File: src/rtl/wb_bus8_bridge_pkg.sv
// Shared definitions for the 16-to-8 bit Wishbone bridge: state encodings,
// parameter defaults and the latched request record.
package wb_bus8_bridge_pkg;

    localparam int unsigned   TimeoutDefault = 255;
    localparam logic [7:0]    ToDataDefault  = 8'hFF;
    localparam int unsigned   WdogCntW       = 8;

    localparam logic [2:0] StIdle = 3'd0;
    localparam logic [2:0] StLo   = 3'd1;
    localparam logic [2:0] StGap  = 3'd2;
    localparam logic [2:0] StHi   = 3'd3;
    localparam logic [2:0] StDone = 3'd4;

    // Only the parts of the request still needed after the first lane starts.
    typedef struct packed {
        logic [19:0] adr;
        logic        sel_hi;
        logic [7:0]  dat_hi;
    } req_t;

    function automatic logic [20:0] lane_adr(input logic [19:0] word_adr, input logic hi);
        return {word_adr, hi};
    endfunction

endpackage

File: src/rtl/wb_bus8_bridge_if.sv
// Wishbone classic bus bundle; instantiated once per side with its own widths.
interface wb_bus8_bridge_if #(
    parameter int unsigned DatW = 16,
    parameter int unsigned AdrW = 20,
    parameter int unsigned SelW = 2
) ();

    logic [DatW-1:0] dat_w;
    logic [DatW-1:0] dat_r;
    logic [AdrW-1:0] adr;
    logic [2:0]      cti;
    logic [SelW-1:0] sel;
    logic            we;
    logic            cyc;
    logic            stb;
    logic            ack;

    modport master (
        output dat_w, adr, cti, sel, we, cyc, stb,
        input  dat_r, ack
    );

    modport slave (
        input  dat_w, adr, cti, sel, we, cyc, stb,
        output dat_r, ack
    );

endinterface

File: src/rtl/wb_bus8_wdog.sv
// Per-byte ack watchdog: pulses timeout when a lane has waited TIMEOUT cycles
// without an ack. TIMEOUT of zero disables it.
module wb_bus8_wdog
    import wb_bus8_bridge_pkg::*;
#(
    parameter int unsigned TIMEOUT = TimeoutDefault
) (
    input  logic sys_clk,
    input  logic sys_rst,
    input  logic clear,
    input  logic enable,
    input  logic ack,
    output logic timeout
);

    if (TIMEOUT != 0) begin : g_wdog
        localparam logic [WdogCntW-1:0] Limit = WdogCntW'(TIMEOUT - 1);

        logic [WdogCntW-1:0] count_q;

        always_ff @(posedge sys_clk) begin
            if (sys_rst || clear) begin
                count_q <= '0;
            end else if (enable && !ack) begin
                count_q <= count_q + WdogCntW'(1);
            end
        end

        // An ack in the same cycle suppresses the pulse so real data wins.
        assign timeout = enable && !ack && (count_q == Limit);
    end else begin : g_no_wdog
        logic unused_wdog;
        assign unused_wdog = sys_clk ^ sys_rst ^ clear ^ enable ^ ack;
        assign timeout     = 1'b0;
    end

endmodule

File: src/rtl/wb_bus8_bridge.sv
// 16-bit to 8-bit Wishbone classic width bridge: one downstream cycle per
// selected byte lane, upstream ack once all lanes finish or time out.
module wb_bus8_bridge
    import wb_bus8_bridge_pkg::*;
#(
    parameter int unsigned TIMEOUT = TimeoutDefault,
    parameter logic [7:0]  TO_DATA = ToDataDefault
) (
    input  logic             sys_clk,
    input  logic             sys_rst,
    wb_bus8_bridge_if.slave  wbs,
    wb_bus8_bridge_if.master wbm
);

    logic [2:0]  state_q, state_d;
    req_t        req_q, req_d;
    logic [15:0] rdata_q, rdata_d;
    logic        ack_q, ack_d;
    logic [15:0] sdat_q, sdat_d;
    logic        mcyc_q, mcyc_d;
    logic        mstb_q, mstb_d;
    logic        mwe_q, mwe_d;
    logic [20:0] madr_q, madr_d;
    logic [7:0]  mdat_q, mdat_d;

    logic [7:0]  lane_byte;
    logic        in_lane;
    logic        enter_lane;
    logic        timeout;

    logic        unused_cti;
    assign unused_cti = ^wbs.cti;

    assign in_lane    = (state_q == StLo) || (state_q == StHi);
    assign enter_lane = ((state_d == StLo) || (state_d == StHi)) && (state_d != state_q);

    wb_bus8_wdog #(
        .TIMEOUT (TIMEOUT)
    ) u_wdog (
        .sys_clk (sys_clk),
        .sys_rst (sys_rst),
        .clear   (enter_lane),
        .enable  (in_lane),
        .ack     (wbm.ack),
        .timeout (timeout)
    );

    always_comb begin
        state_d   = state_q;
        req_d     = req_q;
        rdata_d   = rdata_q;
        ack_d     = 1'b0;
        sdat_d    = sdat_q;
        mcyc_d    = mcyc_q;
        mstb_d    = mstb_q;
        mwe_d     = mwe_q;
        madr_d    = madr_q;
        mdat_d    = mdat_q;
        lane_byte = wbm.ack ? wbm.dat_r : TO_DATA;

        case (state_q)
            StIdle: begin
                if (wbs.cyc && wbs.stb && !ack_q) begin
                    req_d.adr    = wbs.adr;
                    req_d.sel_hi = wbs.sel[1];
                    req_d.dat_hi = wbs.dat_w[15:8];
                    rdata_d      = '0;
                    if (wbs.sel[0]) begin
                        state_d = StLo;
                        mcyc_d  = 1'b1;
                        mstb_d  = 1'b1;
                        mwe_d   = wbs.we;
                        madr_d  = lane_adr(wbs.adr, 1'b0);
                        mdat_d  = wbs.dat_w[7:0];
                    end else if (wbs.sel[1]) begin
                        state_d = StHi;
                        mcyc_d  = 1'b1;
                        mstb_d  = 1'b1;
                        mwe_d   = wbs.we;
                        madr_d  = lane_adr(wbs.adr, 1'b1);
                        mdat_d  = wbs.dat_w[15:8];
                    end else begin
                        state_d = StDone;
                        ack_d   = 1'b1;
                        sdat_d  = '0;
                    end
                end
            end

            StLo: begin
                if (!wbs.cyc) begin
                    state_d = StIdle;
                    mcyc_d  = 1'b0;
                    mstb_d  = 1'b0;
                    mwe_d   = 1'b0;
                end else if (wbm.ack || timeout) begin
                    rdata_d[7:0] = lane_byte;
                    if (req_q.sel_hi) begin
                        // Drop stb for a cycle so combinational-ack slaves see a new strobe.
                        state_d = StGap;
                        mstb_d  = 1'b0;
                    end else begin
                        state_d = StDone;
                        ack_d   = 1'b1;
                        sdat_d  = rdata_d;
                        mcyc_d  = 1'b0;
                        mstb_d  = 1'b0;
                        mwe_d   = 1'b0;
                    end
                end
            end

            StGap: begin
                if (!wbs.cyc) begin
                    state_d = StIdle;
                    mcyc_d  = 1'b0;
                    mstb_d  = 1'b0;
                    mwe_d   = 1'b0;
                end else begin
                    state_d = StHi;
                    mstb_d  = 1'b1;
                    madr_d  = lane_adr(req_q.adr, 1'b1);
                    mdat_d  = req_q.dat_hi;
                end
            end

            StHi: begin
                if (!wbs.cyc) begin
                    state_d = StIdle;
                    mcyc_d  = 1'b0;
                    mstb_d  = 1'b0;
                    mwe_d   = 1'b0;
                end else if (wbm.ack || timeout) begin
                    rdata_d[15:8] = lane_byte;
                    state_d       = StDone;
                    ack_d         = 1'b1;
                    sdat_d        = rdata_d;
                    mcyc_d        = 1'b0;
                    mstb_d        = 1'b0;
                    mwe_d         = 1'b0;
                end
            end

            StDone: begin
                state_d = StIdle;
            end

            default: begin
                state_d = StIdle;
            end
        endcase
    end

    always_ff @(posedge sys_clk) begin
        if (sys_rst) begin
            state_q <= StIdle;
            req_q   <= '0;
            rdata_q <= '0;
            ack_q   <= 1'b0;
            sdat_q  <= '0;
            mcyc_q  <= 1'b0;
            mstb_q  <= 1'b0;
            mwe_q   <= 1'b0;
            madr_q  <= '0;
            mdat_q  <= '0;
        end else begin
            state_q <= state_d;
            req_q   <= req_d;
            rdata_q <= rdata_d;
            ack_q   <= ack_d;
            sdat_q  <= sdat_d;
            mcyc_q  <= mcyc_d;
            mstb_q  <= mstb_d;
            mwe_q   <= mwe_d;
            madr_q  <= madr_d;
            mdat_q  <= mdat_d;
        end
    end

    assign wbs.ack   = ack_q;
    assign wbs.dat_r = sdat_q;

    assign wbm.cyc   = mcyc_q;
    assign wbm.stb   = mstb_q;
    assign wbm.we    = mwe_q;
    assign wbm.adr   = madr_q;
    assign wbm.dat_w = mdat_q;
    assign wbm.sel   = 1'b1;
    assign wbm.cti   = 3'b000;

endmodule

File: src/flat_wrapper.sv
// flat-port wrapper written by rule: the top's interface ports become plain ports
module wb_bus8_bridge_flat import wb_bus8_bridge_pkg::*;
#(
    parameter int unsigned TIMEOUT = TimeoutDefault,
    parameter logic [7:0]  TO_DATA = ToDataDefault
)
  (sys_clk, sys_rst, wbs_dat_w, wbs_adr, wbs_cti, wbs_sel, wbs_we, wbs_cyc, wbs_stb, wbs_dat_r, wbs_ack, wbm_dat_w, wbm_adr, wbm_cti, wbm_sel, wbm_we, wbm_cyc, wbm_stb, wbm_dat_r, wbm_ack);
  wb_bus8_bridge_if #(.DatW(16), .AdrW(20), .SelW(2)) wbs_i ();
  wb_bus8_bridge_if #(.DatW(8), .AdrW(21), .SelW(1)) wbm_i ();
  input  logic sys_clk;
  input  logic sys_rst;
  input wire logic [$bits(wbs_i.dat_w)-1:0] wbs_dat_w;
  input wire logic [$bits(wbs_i.adr)-1:0] wbs_adr;
  input wire logic [$bits(wbs_i.cti)-1:0] wbs_cti;
  input wire logic [$bits(wbs_i.sel)-1:0] wbs_sel;
  input wire logic [$bits(wbs_i.we)-1:0] wbs_we;
  input wire logic [$bits(wbs_i.cyc)-1:0] wbs_cyc;
  input wire logic [$bits(wbs_i.stb)-1:0] wbs_stb;
  output wire logic [$bits(wbs_i.dat_r)-1:0] wbs_dat_r;
  output wire logic [$bits(wbs_i.ack)-1:0] wbs_ack;
  output wire logic [$bits(wbm_i.dat_w)-1:0] wbm_dat_w;
  output wire logic [$bits(wbm_i.adr)-1:0] wbm_adr;
  output wire logic [$bits(wbm_i.cti)-1:0] wbm_cti;
  output wire logic [$bits(wbm_i.sel)-1:0] wbm_sel;
  output wire logic [$bits(wbm_i.we)-1:0] wbm_we;
  output wire logic [$bits(wbm_i.cyc)-1:0] wbm_cyc;
  output wire logic [$bits(wbm_i.stb)-1:0] wbm_stb;
  input wire logic [$bits(wbm_i.dat_r)-1:0] wbm_dat_r;
  input wire logic [$bits(wbm_i.ack)-1:0] wbm_ack;
  assign wbs_i.dat_w = wbs_dat_w;
  assign wbs_i.adr = wbs_adr;
  assign wbs_i.cti = wbs_cti;
  assign wbs_i.sel = wbs_sel;
  assign wbs_i.we = wbs_we;
  assign wbs_i.cyc = wbs_cyc;
  assign wbs_i.stb = wbs_stb;
  assign wbs_dat_r = wbs_i.dat_r;
  assign wbs_ack = wbs_i.ack;
  assign wbm_dat_w = wbm_i.dat_w;
  assign wbm_adr = wbm_i.adr;
  assign wbm_cti = wbm_i.cti;
  assign wbm_sel = wbm_i.sel;
  assign wbm_we = wbm_i.we;
  assign wbm_cyc = wbm_i.cyc;
  assign wbm_stb = wbm_i.stb;
  assign wbm_i.dat_r = wbm_dat_r;
  assign wbm_i.ack = wbm_ack;
  wb_bus8_bridge #(.TIMEOUT(TIMEOUT), .TO_DATA(TO_DATA)) u_core (.sys_clk(sys_clk), .sys_rst(sys_rst), .wbs(wbs_i), .wbm(wbm_i));
endmodule
File: config.mk
export PLATFORM = sky130hd
export DESIGN_NAME = wb_bus8_bridge_flat
export DESIGN_NICKNAME = d
export VERILOG_FILES = /design/src/rtl/wb_bus8_bridge_pkg.sv /design/src/rtl/wb_bus8_bridge_if.sv /design/src/rtl/wb_bus8_wdog.sv /design/src/rtl/wb_bus8_bridge.sv /design/src/flat_wrapper.sv
export SDC_FILE = /design/constraint.sdc
export NUM_CORES = 1
export LEC_CHECK = 0
export CORE_MARGIN = 1.5
export CORE_UTILIZATION = 35
export CTS_CLUSTER_SIZE = 8
export DETAILED_ROUTE_END_ITERATION = 7
export DONT_BUFFER_PORTS = 1
export HOLD_SLACK_MARGIN = 0.06
export MAX_ROUTING_LAYER = met4
export PLACE_DENSITY_LB_ADDON = 0.1
export SYNTH_ARGS = -nofsm -noshare
export SYNTH_HDL_FRONTEND = slang
export SYNTH_SLANG_ARGS = --single-unit
File: constraint.sdc
create_clock -name sys_clk -period 2.1 [get_ports sys_clk]
set_input_delay 0.105 -clock sys_clk [delete_from_list [all_inputs] [get_ports sys_clk]]
set_output_delay 0.105 -clock sys_clk [all_outputs]
set_load 0.05 [all_outputs]
* Word-level counts from Yosys, hierarchy flattened
Index checks and enable logic that the tools add are counted.
** Cells by class
- Reductions and logical operators :: 26
- Order comparisons :: 0
- Bitwise gates (word level) :: 0
- Add/subtract/negate cells :: 1
- Mux-type cells :: 60
- Equal/unequal tests :: 22
- Shift operators :: 0
- $mul :: 0
- Div/mod/pow operators :: 0
** Operator list (count)
- 16-bit two-way mux :: 9
- 21-bit two-way mux :: 4
- 8-bit two-way mux :: 7
- 16-bit one-hot mux with 3 select lines :: 1
- 8-bit one-hot mux with 2 select lines :: 3
- 21-bit one-hot mux with 2 select lines :: 1
- 3-bit two-way mux :: 8
- 1-bit two-way mux :: 21
- 2-bit != test, second input constant :: 9
- 4-bit AND reduction :: 4
- 3-bit != test, second input constant :: 4
- 3-bit one-hot mux with 4 select lines :: 1
- 3-bit by 2-bit equality test with 1-bit output, second input constant :: 3
- 9-bit AND reduction :: 1
- 8-bit by 1-bit adder with 8-bit output, second input constant :: 1
- 8-bit equality test, second input constant :: 1
- 1-bit one-hot mux with 4 select lines :: 2
- 7-bit AND reduction :: 1
- 3-bit by 1-bit equality test with 1-bit output, second input constant :: 2
- 1-bit one-hot mux with 3 select lines :: 2
- 2-bit nonzero test :: 3
- 3-bit nonzero test :: 2
- 1-bit logical AND :: 5
- 1-bit logical OR :: 4
- 9 further kinds :: 10
** Word-level totals
- RAM bits :: 0
- ROM bits :: 0
- Bits in registers :: 105
- Bits of input ports :: 55
- Memories :: 0
- Bits in latches :: 0
- Logic and storage cells :: 123

* Depth between registers and ports, before layout
- Word-level depth :: 12
- Gate-level depth with buffers :: 7

* Modules after synthesis
A second synthesis with hierarchy kept.
** Unflattened totals
- Cell total of the unflattened synthesis :: 543
- Area, all modules :: 4774.6 um2
** By module, submodules not included
- wb_bus8_bridge :: area each 4360.4 um2, cells an instance 497, instances 1, seq. area each 1941.9 um2
- wb_bus8_wdog :: area each 414.1 um2, cells an instance 46, instances 1, seq. area each 160.2 um2

* Worst setup path after synthesis
No wires, ideal clock.
- Kind :: flip-flop to flip-flop
- From :: register u_core.ack_q (netlist: u_core.wbs.ack)
- To :: register u_core.rdata_q[10]
- Cell stages (with the launch flop) :: 4
- Setup slack :: 280 ps
- Arrival time :: 1748 ps
- Period minus slack after synthesis :: 1820 ps
- Library setup time :: 72 ps
- Cells stage by stage :: dfxtp_1 or4b_4 a211oi_4 mux2i_1
** Between the ends
- Cells in the longest elaborated chain, start to end :: 4
** RTL lines
- from (decl) :: line wb_bus8_bridge.sv:18 : logic ack_q, ack_d;
- from (signal assigned) :: line wb_bus8_bridge.sv:170 : ack_q <= ack_d;
- 1-bit logical NOT :: line wb_bus8_bridge.sv:63 : if (wbs.cyc && wbs.stb && !ack_q) begin
- 1-bit logical AND :: line wb_bus8_bridge.sv:63
- 2-bit by 1-bit != test with 1-bit output (no line)
- 4-bit AND reduction (no line)
- to (signal assigned) :: line wb_bus8_bridge.sv:169 : rdata_q <= rdata_d;
- to (decl) :: line wb_bus8_bridge.sv:17 : logic [15:0] rdata_q, rdata_d;
No other way between the ends.
A chain may end at the register's enable or synchronous reset.

* Worst setup path in the final report
- From :: register u_core.state_q[1]
- To :: register u_core.madr_q[17] (netlist: u_core.wbm.adr[17])
** Between the ends
- Cells in the longest elaborated chain, start to end :: 3
** RTL lines
- from (decl) :: line wb_bus8_bridge.sv:15 : logic [2:0] state_q, state_d;
- from (signal assigned) :: line wb_bus8_bridge.sv:156 : state_q <= StIdle;
- from (signal assigned) :: line wb_bus8_bridge.sv:167 : state_q <= state_d;
- 3-bit by 2-bit equality test with 1-bit output / 3-bit logical NOT (equally long branches) :: line wb_bus8_bridge.sv:61 : case (state_q)
- 2-bit != test (no line) (tied with other cells)
- 4-bit AND reduction (no line)
- to (signal assigned) :: line wb_bus8_bridge.sv:175 : madr_q <= madr_d;
- to (decl) :: line wb_bus8_bridge.sv:23 : logic [20:0] madr_q, madr_d;
Parallel ways exist; a longest one is shown, timed or not.

==> results.sh <==
export IMPL_grt_pass1_wl_mm=19.6
export IMPL_synth_async_reset_ratio_pct=0
export IMPL_avgSynthCellArea_um2=8.23
export IMPL_rsz0062_at_grt="false"
export IMPL_setup_violations=0
export IMPL_holdWs_ps=90.2
export IMPL_cts_tree="yes"
export IMPL_die_area_um2=14100
export IMPL_crit_required_ps=2360
export IMPL_initial_core_util_pct=35.6
export IMPL_core_um2=13200
export IMPL_yosys_warnings=0
export IMPL_path_class="register to register"
export IMPL_clockBufferDepth=2
export IMPL_period_share_pct=90.3
export IMPL_stdcell_count=778
export IMPL_final_max_slew_viol_count=0
export IMPL_area_growth_pct=20.8
export IMPL_grt_max_degree=63
export IMPL_finalCriticalPeriod_ps=1900
export IMPL_status="finished clean"
export IMPL_io_buffers=0
export IMPL_fin_skew_ps=7.98
export IMPL_clock_fmax_mhz=527
export IMPL_p_total_w=0.00475
export IMPL_slew_headroom_pct=43.4
export IMPL_p_leak_nw=2.00
export IMPL_hold_viol_final=0
export IMPL_fp_dieW_um=119
export IMPL_path_max_fanout=45
export IMPL_p_comb_share_pct=9.9
export IMPL_wirelength_mm=12.1
export IMPL_hp_class="primary input to register"
export IMPL_grt_use_total_pct=18.1
export IMPL_post_cts_buffers=0
export IMPL_synth_distinct_cells=50
export IMPL_start_kind="register"
export IMPL_ioPinCount=108
export IMPL_h_tree_depth=3
export IMPL_vias=3927
export IMPL_ant_nets=0
export IMPL_synth_top_area_share_pct=44.7
export IMPL_antennaDiodeCount=0
export IMPL_crit_chain="nor4b_4, a32o_2, buf_12, nor2_1, a311oi_1"
export IMPL_grt_antenna_before_repair=0
export IMPL_dp_cells=720
export IMPL_globalRoute_totalOverflow=0
export IMPL_fin_util_pct=43.0
export IMPL_via_per_inst=5.05
export IMPL_clkSinkCount=105
export IMPL_swShare_pct=26.5
export IMPL_nets=654
export IMPL_synth_edf_count=0
export IMPL_rows=42
export IMPL_routabilityCongestion=0.782
export IMPL_synth_top_area_cell="dfxtp_1"
export IMPL_slowest_delay_ps=440
export IMPL_die_h_um=119
export IMPL_cts_clk_slew_worst_paths_ps=80
export IMPL_critPathArrivalTime_ps=2160
export IMPL_synth_area_um2=4700
export IMPL_worst_slew_pin_transition_ps=849
export IMPL_power_density_nw_per_um2=838
export IMPL_synth_seq_cells=105
export IMPL_ir_drop_mv=0.460
export IMPL_numCtsBuffers=9
export IMPL_drive_above_1_share_pct=8.31
export IMPL_seqPwrFrac_pct=48.2
export IMPL_avgRoutedWirePerCell_um=15.5
export IMPL_cap_violations=0
export IMPL_hpwl_mm=7.67
export IMPL_ys_flop_type="dfxtp_1"
export IMPL_drc=0
export IMPL_slowest_stage="nor4b_4"
export IMPL_ys_top_cells_by_area="dfxtp_1 (45%), nand2_1 (14%), mux2i_1 (6.8%)"
export IMPL_grt_pass1_vias=3822
export IMPL_ys_seq_area_share_pct=44.7
export IMPL_intPower_w=0.00349
export IMPL_critPathCaptureType="register"
export IMPL_first_pass_iters=4
export IMPL_drtIter0Drc=243
export IMPL_p_sw_w=0.00126
export IMPL_clock_power_share_pct=41.9
export IMPL_clockRootBuffer="clkbuf_16"
export IMPL_synth_cells=571
export IMPL_clk_latency_ps=350
export IMPL_setup_tns_ps=0
export IMPL_fillers=1338
sequential cells by signal, indices dropped and copies added (netlist names), 3 cells and up:
| signal | count |
|---|---|
| u_core.req_q | 29 |
| u_core.wbm.adr | 21 |
| u_core.rdata_q | 16 |
| u_core.wbs.dat_r | 16 |
| u_core.u_wdog.g_wdog.count_q | 8 |
| u_core.wbm.dat_w | 8 |
| u_core.state_q | 3 |
metrics by stage:
stage / instance area [um^2] / worst slack (ps)
6_report: 5680 / 203
5_1_grt: 5680 / 7.89
4_1_cts: 5660 / 78.8
3_5_place_dp: 4870 / 77.6
3_3_place_gp: 4870 / 180
2_1_floorplan: 4710 / 280
placed cells by master (no fill, tap or decap), types with 4 or more instances in the layout:
master,instances
a211oi_1,4
a21oi_1,45
a22o_1,8
a311oi_1,21
buf_4,15
clkbuf_16,9
conb_1,4
dfxtp_1,105
dlygate4sd3_1,41
mux2i_1,32
nand2_1,176
nand2b_1,13
nor2_1,34
nor2b_1,10
o211ai_1,16
o21ai_0,8
xnor2_1,4
final timing paths:
| path | from | endpoint | slack (ps) | depth (start not counted) |
|---|---|---|---|---|
| worst max-delay path | u_core.state_q[1] | u_core.wbm.adr[17] | 200 | 5 |
| worst min-delay path | wbm_dat_r[4] | u_core.wbs.dat_r[12] | 90 | 4 |
| worst max register to register | u_core.state_q[1] | u_core.wbm.adr[17] | 200 | 5 |
| worst min register to register | u_core.req_q[22] | u_core.req_q[22] | 460 | 2 |
synth_stat cells, types with 2 or more instances:
master,number
a211oi_1,4
a21oi_1,46
a22o_1,8
a311oi_1,21
and2_1,3
and3b_1,2
buf_1,3
buf_2,8
buf_4,7
clkbuf_1,27
conb_1,2
dfxtp_1,105
ha_1,2
inv_1,3
mux2i_1,32
nand2_1,176
nand2b_1,13
nand3b_1,2
nor2_1,35
nor2b_1,10
nor3_1,3
nor3b_2,2
o211ai_1,16
o21ai_0,8
o22ai_1,2
or3b_2,2
xnor2_1,4
xor2_1,3
per-layer routing:
| layer | GRT usage (%) | part of all wire, % |
|---|---|---|
| met1 | 22.1 | 45 |
| met2 | 28.8 | 48 |
| met3 | 5.08 | 5.8 |
| met4 | 6.02 | 1.3 |
| met5 | - | 0 |
area by class of cell:
type / instances / area (um^2) / area share [%]
Multi-Input combinational cell: 419 / 2390 / 42.1
Sequential cell: 105 / 2100 / 37.0
Timing Repair Buffer: 59 / 591 / 10.4
Tap cell: 176 / 220 / 3.88
Clock inverter: 6 / 121 / 2.14
Clock buffer: 10 / 239 / 4.21
Inverter: 3 / 11.3 / 0.198
power groups by stage:
stage,sequential [W],clock [W],combinational (W)
floorplan,0.00232,0,0.000327
global placement,0.00234,0,0.000376
detailed placement,0.00234,0,0.000381
CTS,0.00229,0.00206,0.000477
global route,0.00230,0.00214,0.000530
finish,0.00229,0.00199,0.000473
cell families after synthesis:
kind of cell / share of synthesized area [%]
other cells: 0.160
buf+inv: 4.85
mux: 6.82
simple gates: 24.7
fa+ha+maj: 0.532
compound gates: 16.9
xor+xnor: 1.30
flops: 44.7
timing repair:
item	4_1_cts	5_1_grt
hold buffers	41	1
hold endpoints to repair	78	1
setup endpoints to repair	0	7
resized for setup	0	1
worst max-delay path, delay by kind of cell (launching register included):
family / cells / cell delay, ps
AO/OA/AOI/OAI: 2 / 630
flip-flops: 1 / 410
buffers and inverters: 1 / 250
AND/OR/NAND/NOR: 2 / 510
(Power assumes the default switching activity.)
